`src/rtl/dallan_pkg.sv`:
```
// dallan_pkg: shared widths, queue-entry record and controller states
package dallan_pkg;
  localparam int PS_GENISLIK = 32;
  localparam int BUYRUK_ADIM = 4;
  typedef struct packed {
    logic [PS_GENISLIK-1:0] ps;
    logic                   dallan;
    logic [PS_GENISLIK-1:0] hedef;
  } girdi_t;
  typedef enum logic {NORMAL, TEMIZLE} durum_t;
endpackage

```
`src/rtl/ongoru_kuyrugu.sv`:
```
// ongoru_kuyrugu: in-order FIFO of outstanding predictions
// ports: clk, rst (async), push/pop/clear controls, giris entry in, bas head out, dolu/bos flags
module ongoru_kuyrugu
  import dallan_pkg::*;
#(
  parameter int DERINLIK = 4
) (
  input  logic   clk,
  input  logic   rst,
  input  logic   push,
  input  logic   pop,
  input  logic   clear,
  input  girdi_t giris,
  output girdi_t bas,
  output logic   dolu,
  output logic   bos
);
  localparam int AW = $clog2(DERINLIK);
  logic [AW:0] yaz, oku;
  girdi_t mem [DERINLIK];
  always_ff @(posedge clk or posedge rst)
    if (rst) begin
      yaz <= '0;
      oku <= '0;
    end else if (clear) begin
      yaz <= '0;
      oku <= '0;
    end else begin
      if (push) yaz <= yaz + 1'b1;
      if (pop) oku <= oku + 1'b1;
    end
  always_ff @(posedge clk)
    if (push && !clear) mem[yaz[AW-1:0]] <= giris;
  assign bas  = mem[oku[AW-1:0]];
  assign bos  = yaz == oku;
  // the extra wrap bit tells full from empty when the indices match
  assign dolu = yaz == {~oku[AW], oku[AW-1:0]};
endmodule

```
`src/rtl/dallan_denetleyici.sv`:
```
// dallan_denetleyici: checks queued branch predictions against execute, flushes/redirects, trains predictor
// ports: fetch push (getir_*), execute resolve (yurut_*), flush/redirect (temizle, yonlendir_*),
//        table write (tablo_yaz_*), yanlis_sayac saturating mispredict count, hata sticky error
module dallan_denetleyici
  import dallan_pkg::*;
#(
  parameter int KUYRUK_DERINLIK = 4,
  parameter int TEMIZLE_CEVRIM  = 2
) (
  input  logic        clk,
  input  logic        rst,
  input  logic        getir_gecerli,
  input  logic [31:0] getir_ps,
  input  logic        ongoru_dallan,
  input  logic [31:0] ongoru_ps,
  output logic        getir_hazir,
  input  logic        yurut_gecerli,
  input  logic [31:0] yurut_ps,
  input  logic        yurut_dallan,
  input  logic [31:0] yurut_dallan_ps,
  output logic        temizle,
  output logic        yonlendir_gecerli,
  output logic [31:0] yonlendir_ps,
  output logic        tablo_yaz,
  output logic [31:0] tablo_yaz_ps,
  output logic        tablo_yaz_dallan,
  output logic [31:0] tablo_yaz_hedef,
  output logic [15:0] yanlis_sayac,
  output logic        hata
);
  localparam int SW = $clog2(TEMIZLE_CEVRIM + 1);
  durum_t durum, durum_n;
  logic [SW-1:0] sayac, sayac_n;
  logic push, pop, yanlis, ps_hata, bos, dolu;
  girdi_t bas, yeni;
  logic [PS_GENISLIK-1:0] hedef_ps;
  assign getir_hazir = durum == NORMAL && !dolu;
  assign push        = getir_gecerli && getir_hazir;
  assign pop         = yurut_gecerli && durum == NORMAL && !bos;
  assign ps_hata     = yurut_ps != bas.ps;
  assign yanlis      = pop && (yurut_dallan != bas.dallan || ps_hata ||
                       (yurut_dallan && bas.dallan && yurut_dallan_ps != bas.hedef));
  assign hedef_ps    = yurut_dallan ? yurut_dallan_ps : yurut_ps + PS_GENISLIK'(BUYRUK_ADIM);
  assign yeni        = '{ps: getir_ps, dallan: ongoru_dallan, hedef: ongoru_ps};
  ongoru_kuyrugu #(.DERINLIK(KUYRUK_DERINLIK)) u_kuyruk (
    .clk(clk), .rst(rst), .push(push), .pop(pop), .clear(yanlis),
    .giris(yeni), .bas(bas), .dolu(dolu), .bos(bos)
  );
  // flush hold-off: TEMIZLE lasts exactly TEMIZLE_CEVRIM cycles
  always_comb begin
    durum_n = yanlis ? TEMIZLE : (durum == TEMIZLE && sayac == '0) ? NORMAL : durum;
    sayac_n = yanlis ? SW'(TEMIZLE_CEVRIM - 1) : (durum == TEMIZLE && sayac != '0) ? sayac - 1'b1 : sayac;
  end
  always_ff @(posedge clk or posedge rst)
    if (rst) begin
      durum             <= NORMAL;
      sayac             <= '0;
      temizle           <= 1'b0;
      yonlendir_gecerli <= 1'b0;
      yonlendir_ps      <= '0;
      tablo_yaz         <= 1'b0;
      tablo_yaz_ps      <= '0;
      tablo_yaz_dallan  <= 1'b0;
      tablo_yaz_hedef   <= '0;
      yanlis_sayac      <= '0;
      hata              <= 1'b0;
    end else begin
      durum             <= durum_n;
      sayac             <= sayac_n;
      temizle           <= yanlis;
      yonlendir_gecerli <= yanlis;
      yonlendir_ps      <= yanlis ? hedef_ps : '0;
      tablo_yaz         <= pop;
      tablo_yaz_ps      <= pop ? yurut_ps : '0;
      tablo_yaz_dallan  <= pop && yurut_dallan;
      tablo_yaz_hedef   <= pop ? yurut_dallan_ps : '0;
      yanlis_sayac      <= yanlis_sayac + 16'(yanlis && yanlis_sayac != 16'hFFFF);
      hata              <= hata || (yurut_gecerli && durum == NORMAL && bos) || (pop && ps_hata);
    end
endmodule

```
`config.mk`:
```
export PLATFORM = sky130hd
export DESIGN_NAME = dallan_denetleyici
export DESIGN_NICKNAME = d
export VERILOG_FILES = /design/src/rtl/dallan_pkg.sv /design/src/rtl/ongoru_kuyrugu.sv /design/src/rtl/dallan_denetleyici.sv
export SDC_FILE = /design/constraint.sdc
export NUM_CORES = 1
export LEC_CHECK = 0
export ABC_AREA = 1
export ABC_CLOCK_PERIOD_IN_PS = 6700
export BUFFER_PORTS_ARGS = -buffer_cell sky130_fd_sc_hd__buf_4
export CORE_MARGIN = 2
export CORE_UTILIZATION = 50
export CTS_CLUSTER_SIZE = 12
export DETAILED_ROUTE_END_ITERATION = 7
export PLACE_DENSITY = 0.71
export SYNTH_ARGS = -nofsm -noshare
export SYNTH_HDL_FRONTEND = slang
export SYNTH_HIERARCHICAL = 1
export SYNTH_SLANG_ARGS = --single-unit
```
`constraint.sdc`:
```
create_clock -name clk -period 6.7 [get_ports clk]
set_input_delay 0 -clock clk [delete_from_list [all_inputs] [get_ports clk]]
set_output_delay 0 -clock clk [all_outputs]
set_load 0.01 [all_outputs]
```
# [Word level (Yosys, flattened, before mapping)]
# Memories as Yosys holds them, arrays and structs flattened.
# Cells that the tools add are included.
[totals] regBits=125 ram_bits=260 inputBits=134 mem_count=1
[mem_list] name="u_kuyruk.mem" depth=4 word_bits=65 read_ports=1 rd_clocked_by_memory_dff=0 wr=1 line="ongoru_kuyrugu.sv:20" rtl="girdi_t mem [DERINLIK];"
[op_classes] addsub=5 n_eq_ne=6 muxes=14 n_bitwise=2 n_reduce_logical=27
[ops] cell="32-bit 2-to-1 mux" count=4
[ops] cell="32-bit inequality test" count=2
[ops] cell="32-bit by 3-bit adder with 32-bit output (second input constant)" count=1
[ops] cell="16-bit by 1-bit adder with 16-bit output" count=1
[ops] cell="16-bit inequality test (second input constant)" count=1
[ops] cell="1-bit logical AND" count=14
[ops] cell="3-bit 2-to-1 mux" count=4
[ops] cell="2-bit nonzero test" count=5
[ops] cell="3-bit by 1-bit adder with 3-bit output (second input constant)" count=2
[ops] cell="3-bit equality test" count=2
[ops] cell="1-bit logical OR" count=4
[ops] cell="1-bit 2-to-1 mux" count=4
[ops] cell="2-bit 2-to-1 mux" count=2
[ops] cell="1-bit logical NOT" count=3
[ops] cell="2-bit logical NOT" count=1
[ops] cell="1-bit NOT" count=2
[ops] cell="2-bit by 1-bit subtractor with 2-bit output (second input constant)" count=1
[ops] cell="1-bit inequality test" count=1

# [Longest topological paths before layout]
# An unclocked memory read counts as a cell.
[depth] depth_word=9 mapped_depth=29

# [Hierarchy]
# Netlist, hierarchy kept.
[modules_own_cells] mod="ongoru_kuyrugu" n_inst=1 cells_each=944 area_each_um2=10901.7 seq_area_each_um2=7957.6
[modules_own_cells] mod="dallan_denetleyici" n_inst=1 cells_each=767 area_each_um2=6085.8 seq_area_each_um2=2977.9

# [Worst setup path after synthesis]
# Ideal clock, no wire load.
[synth_timing] path_kind="reg-to-reg" startpoint="reg u_kuyruk.oku[0]" endpoint="mem u_kuyruk/mem[0][0] (netlist bit), enable pin" setup_time_ns=0.489 arrival_ns=4.982 required_time_ns=6.211 setup_slack_ns=1.229 path_stages_with_launch=20 n_path_buf=3 period_less_slack_ns=5.471 cell_sequence="dfrtp_1 buf_6 clkbuf_1 or2_2 nand3_1 nand2_1 xnor2_1 nand2_1 nor2_1 nand2_1 nor2_1 nand2_1 nor2_2 nand2_2 nand2_4 buf_6 inv_1 inv_1 nand2_1 nor2_1"
[synth_lines] item="start, declared" line="ongoru_kuyrugu.sv:19" rtl="logic [AW:0] yaz, oku;"
[synth_lines] item="start signal, assigned" line="ongoru_kuyrugu.sv:30" rtl="if (pop) oku <= oku + 1'b1;"
[synth_lines] item="end, declared" line="ongoru_kuyrugu.sv:20"

==> impl_metrics.py <==
metrics = {
    "setup_path": {
        "cp.arrival_ns": 4.63,
        "crit_top_cell": "nand2_1",
        "r2r_setup_slack_ns": 2.23,
        "crit_chain": "inv_2 -> buf_4 -> nand2_1 -> nand2_1 -> nand2_1 -> nand2_1 -> xnor2_1 -> nand2_1 -> nor2_1 -> nand2_1 -> nor2_1 -> nand2_1 -> nand2_1 -> nand2_2 -> nand2_4 -> inv_1 -> inv_1 -> nand2_1 -> nor2_4 -> buf_4",
        "endpoint": "u_kuyruk/mem[1][42]$_DFFE_PP_",
        "cp_slowest_cell": "inv_2",
        "required_ns": 6.86,
        "r2r_start": "u_kuyruk/oku[0]$_DFFE_PP0P_",
        "cp-startpoint": "u_kuyruk/oku[0]$_DFFE_PP0P_",
        "max_stage_delay_ns": 0.66,
        "path_max_fanout": 41,
        "path_class": "reg2reg",
        "startpoint_type": "flop",
        "reg2regPathDepth": 20,
        "cp-end-kind": "flop",
        "r2r_end": "u_kuyruk/mem[1][42]$_DFFE_PP_",
    },
    "global_route": {
        "grt_max_degree": 198,
        "grt_pass1_vias": 12900,
        "grt_pass1_wl_um": 72500,
        "track_usage_pct": 26.9,
        "grt_overflow": 0,
        "antenna_found_initial": 4,
    },
    "drt": {
        "wl_met1_um": 18600,
        "route.detailed.drc": 0,
        "wl_met2_um": 23000,
        "drt_wl_total_um": 47600,
        "wire_per_inst_um": 18.5,
        "vias": 13000,
        "vias_per_cell": 5.04,
        "antenna_left": 0,
        "highest-signal-layer": "met5",
        "wl_met3_um": 4250,
        "drtIter0Drc": 1057,
        "firstDrtPassIters": 5,
    },
    "timing": {
        "slew_headroom_pct": 37.6,
        "layout_min_cycle_time_ns": 4.47,
        "worst_slew_pin_slew_ns": 0.937,
        "max_freq_mhz": 224,
        "final.setup.tns_ns": 0,
        "slew_viol_final": 0,
        "setup-violations-final": 0,
        "hold_viol": 0,
        "period_share_pct": 66.7,
        "grt_setup_unrepaired": "no",
        "fin_skew_ns": 0.0152,
    },
    "hold_path": {
        "hold_path.class": "in2async",
    },
    "logic_synthesis": {
        "netlist_area_um2": 17000,
        "yosysMostFrequentCell": "nand2_1",
        "ys_top_cells_by_count": "nand2_1 (591), edfxtp_1 (260), inv_1 (175)",
        "synth_nets": 1855,
        "synth_cell_type_count": 32,
        "synth_top_family_by_area": "simple AND/OR/NAND/NOR gates",
        "ys_async_sr_fraction_pct": 32.5,
        "synth_flop_cell": "edfxtp_1",
        "synth_top_area_cell": "edfxtp_1",
        "avgSynthCellArea_um2": 9.93,
        "synth_edf_count": 260,
        "synthXorXnorAreaFrac_pct": 4.02,
        "yosysTopAreaCellShare_pct": 46.0,
        "synth_simple_gate_area_share_pct": 23.4,
        "syn_inst": 1711,
        "synthMuxAreaShare_pct": 0,
        "ys_seq_area_share_pct": 64.4,
        "yosys_warnings": 6,
        "yosys_register_bits": 385,
        "synth_area_leaders": "edfxtp_1 (46%), dfrtp_1 (18%), nand2_1 (13%), inv_1 (3.9%), nor2_1 (3.6%)",
        "synth_compound_area_share_pct": 1.31,
        "yosys.area_share.adder_pct": 0.737,
    },
    "clocking": {
        "h-tree-depth": 2,
        "clkSlewWorstSetupHoldPaths_ns": 0.06,
        "cts.sinks": 385,
        "cts_tree": "done",
        "cts_buffers": 41,
        "cts_root_buf": "clkbuf_16",
        "post-cts-setup-buffer-count": 0,
        "insertion_delay_ns": 0.54,
        "clockBufferDepth": 3,
    },
    "cells_and_area": {
        "area_delta_synth_final_pct": 29.1,
        "regArea_um2": 10900,
        "multiInputGateArea_um2": 5030,
        "fillers": 2600,
        "drive_gt1_share_pct": 19.7,
        "nets": 2238,
        "final-instance-count-excl-fill": 2576,
    },
    "place": {
        "port_buffers": 251,
        "dp.cells": 2365,
        "dp_hpwl_um": 31200,
        "gp_congestion": 0.895,
    },
    "floorplan": {
        "ios": 252,
        "initial_utilization_pct": 50.7,
        "die_x_um": 188,
        "die-area_um2": 35500,
        "coreArea_um2": 33500,
        "die_h_um": 188,
        "num_rows": 67,
    },
    "run_status": {
        "status": "complete, no violations",
    },
    "power": {
        "ir_worst_vdd_mv": 0.288,
        "powerDensity_nw_per_um2": 350,
        "p_leak_uw": 0.0101,
    },
    "job": {
        "maxCapViolCount": 0,
    },
}
-- critical path: cells and delay by family, from the launching register on --
kind          cells  cell delay (ns)
simple gates     14             1.57
flops             1             0.49
buf+inv           5             1.85
xor+xnor          1             0.12
-- what timing repair did --
| action | 4_1_cts | 5_1_grt |
|---|---|---|
| resized for setup | 0 | 0 |
| endpoints found under the hold margin | 420 | 0 |
| hold buffers | 134 | 0 |
-- cells in the final DEF, fill, tap and decap left out, drive strengths merged, types with 10 or more instances in the layout --
master,Yosys,routed
buf,46,269
clkbuf,17,70
dfrtp,125,125
dlygate4sd3,0,134
edfxtp,260,260
ha,10,10
inv,180,181
nand2,596,596
nand3,93,93
nor2,170,170
nor3,17,17
o21ai,31,31
or2,66,66
xnor2,60,60
xor2,18,18
-- per-stage QoR --
stage	hold WS, ns	power, uW	cell area, um2	util (%)	setup slack (ns)
after detailed placement	-0.0130	5420	19300	57.4	2.34
after floorplan	-0.209	4640	17000	-	1.23
after global routing	0.200	8080	21900	65.4	1.90
after CTS	0.192	7690	21900	65.4	2.28
final	0.196	7670	21900	65.4	2.23
after global placement	-0.0200	5380	19300	57.4	2.41
-- where the power goes --
group / switching [uW] / internal, uW
Combinational: 1450 / 910
Sequential: 140 / 2970
Clock: 894 / 1300
-- final cells by class --
type | instances | share of cell area [%]
repair buffers | 403 | 15.4
multi-input cells | 1083 | 23.0
flip-flops and latches | 385 | 49.9
inverters | 180 | 3.09
well taps | 448 | 2.56
diodes | 2 | 0.0228
clock buffers | 70 | 5.88
clock inverters | 5 | 0.143
-- worst min path at each step --
stage                        from                       endpoint  slack, ns  cells after the start
global placement              rst    u_kuyruk/yaz[2]$_DFFE_PP0P_      -0.02                      2
finish                        rst   tablo_yaz_hedef[6]$_DFF_PP0_       0.20                      3
detailed placement            rst    u_kuyruk/oku[0]$_DFFE_PP0P_      -0.01                      2
global route        ongoru_ps[23]  u_kuyruk/mem[3][23]$_DFFE_PP_       0.20                      2
floorplan                     rst    u_kuyruk/oku[0]$_DFFE_PP0P_      -0.21                      1
CTS                 ongoru_ps[25]  u_kuyruk/mem[2][25]$_DFFE_PP_       0.19                      2
-- flip-flops by register name, summed over array words and instances (netlist names) --
register           cells
durum                  1
hata                   1
sayac                  2
tablo_yaz              1
tablo_yaz_dallan       1
tablo_yaz_hedef       32
tablo_yaz_ps          32
u_kuyruk/mem         260
u_kuyruk/oku           3
u_kuyruk/yaz           3
yanlis_sayac          16
yonlendir_gecerli      1
yonlendir_ps          32
-- metal layers --
metal | GRT usage [%] | vias to the layer above
met2 | 45.2 | 610
met1 | 34.6 | 6114
met3 | 5.33 | 92
met4 | 10.3 | 2
met5 | 0 | -
li1 | - | 6166
-- logic make-up after synthesis --
kind of cell / after synthesis
AOI/OAI and AO/OA: 43
xor gates and xnor gates: 78
adders and majority gates: 10
buffers and inverters: 243
DFF: 385
and+or+nand+nor: 952
Power figures use the tool's default switching activity.
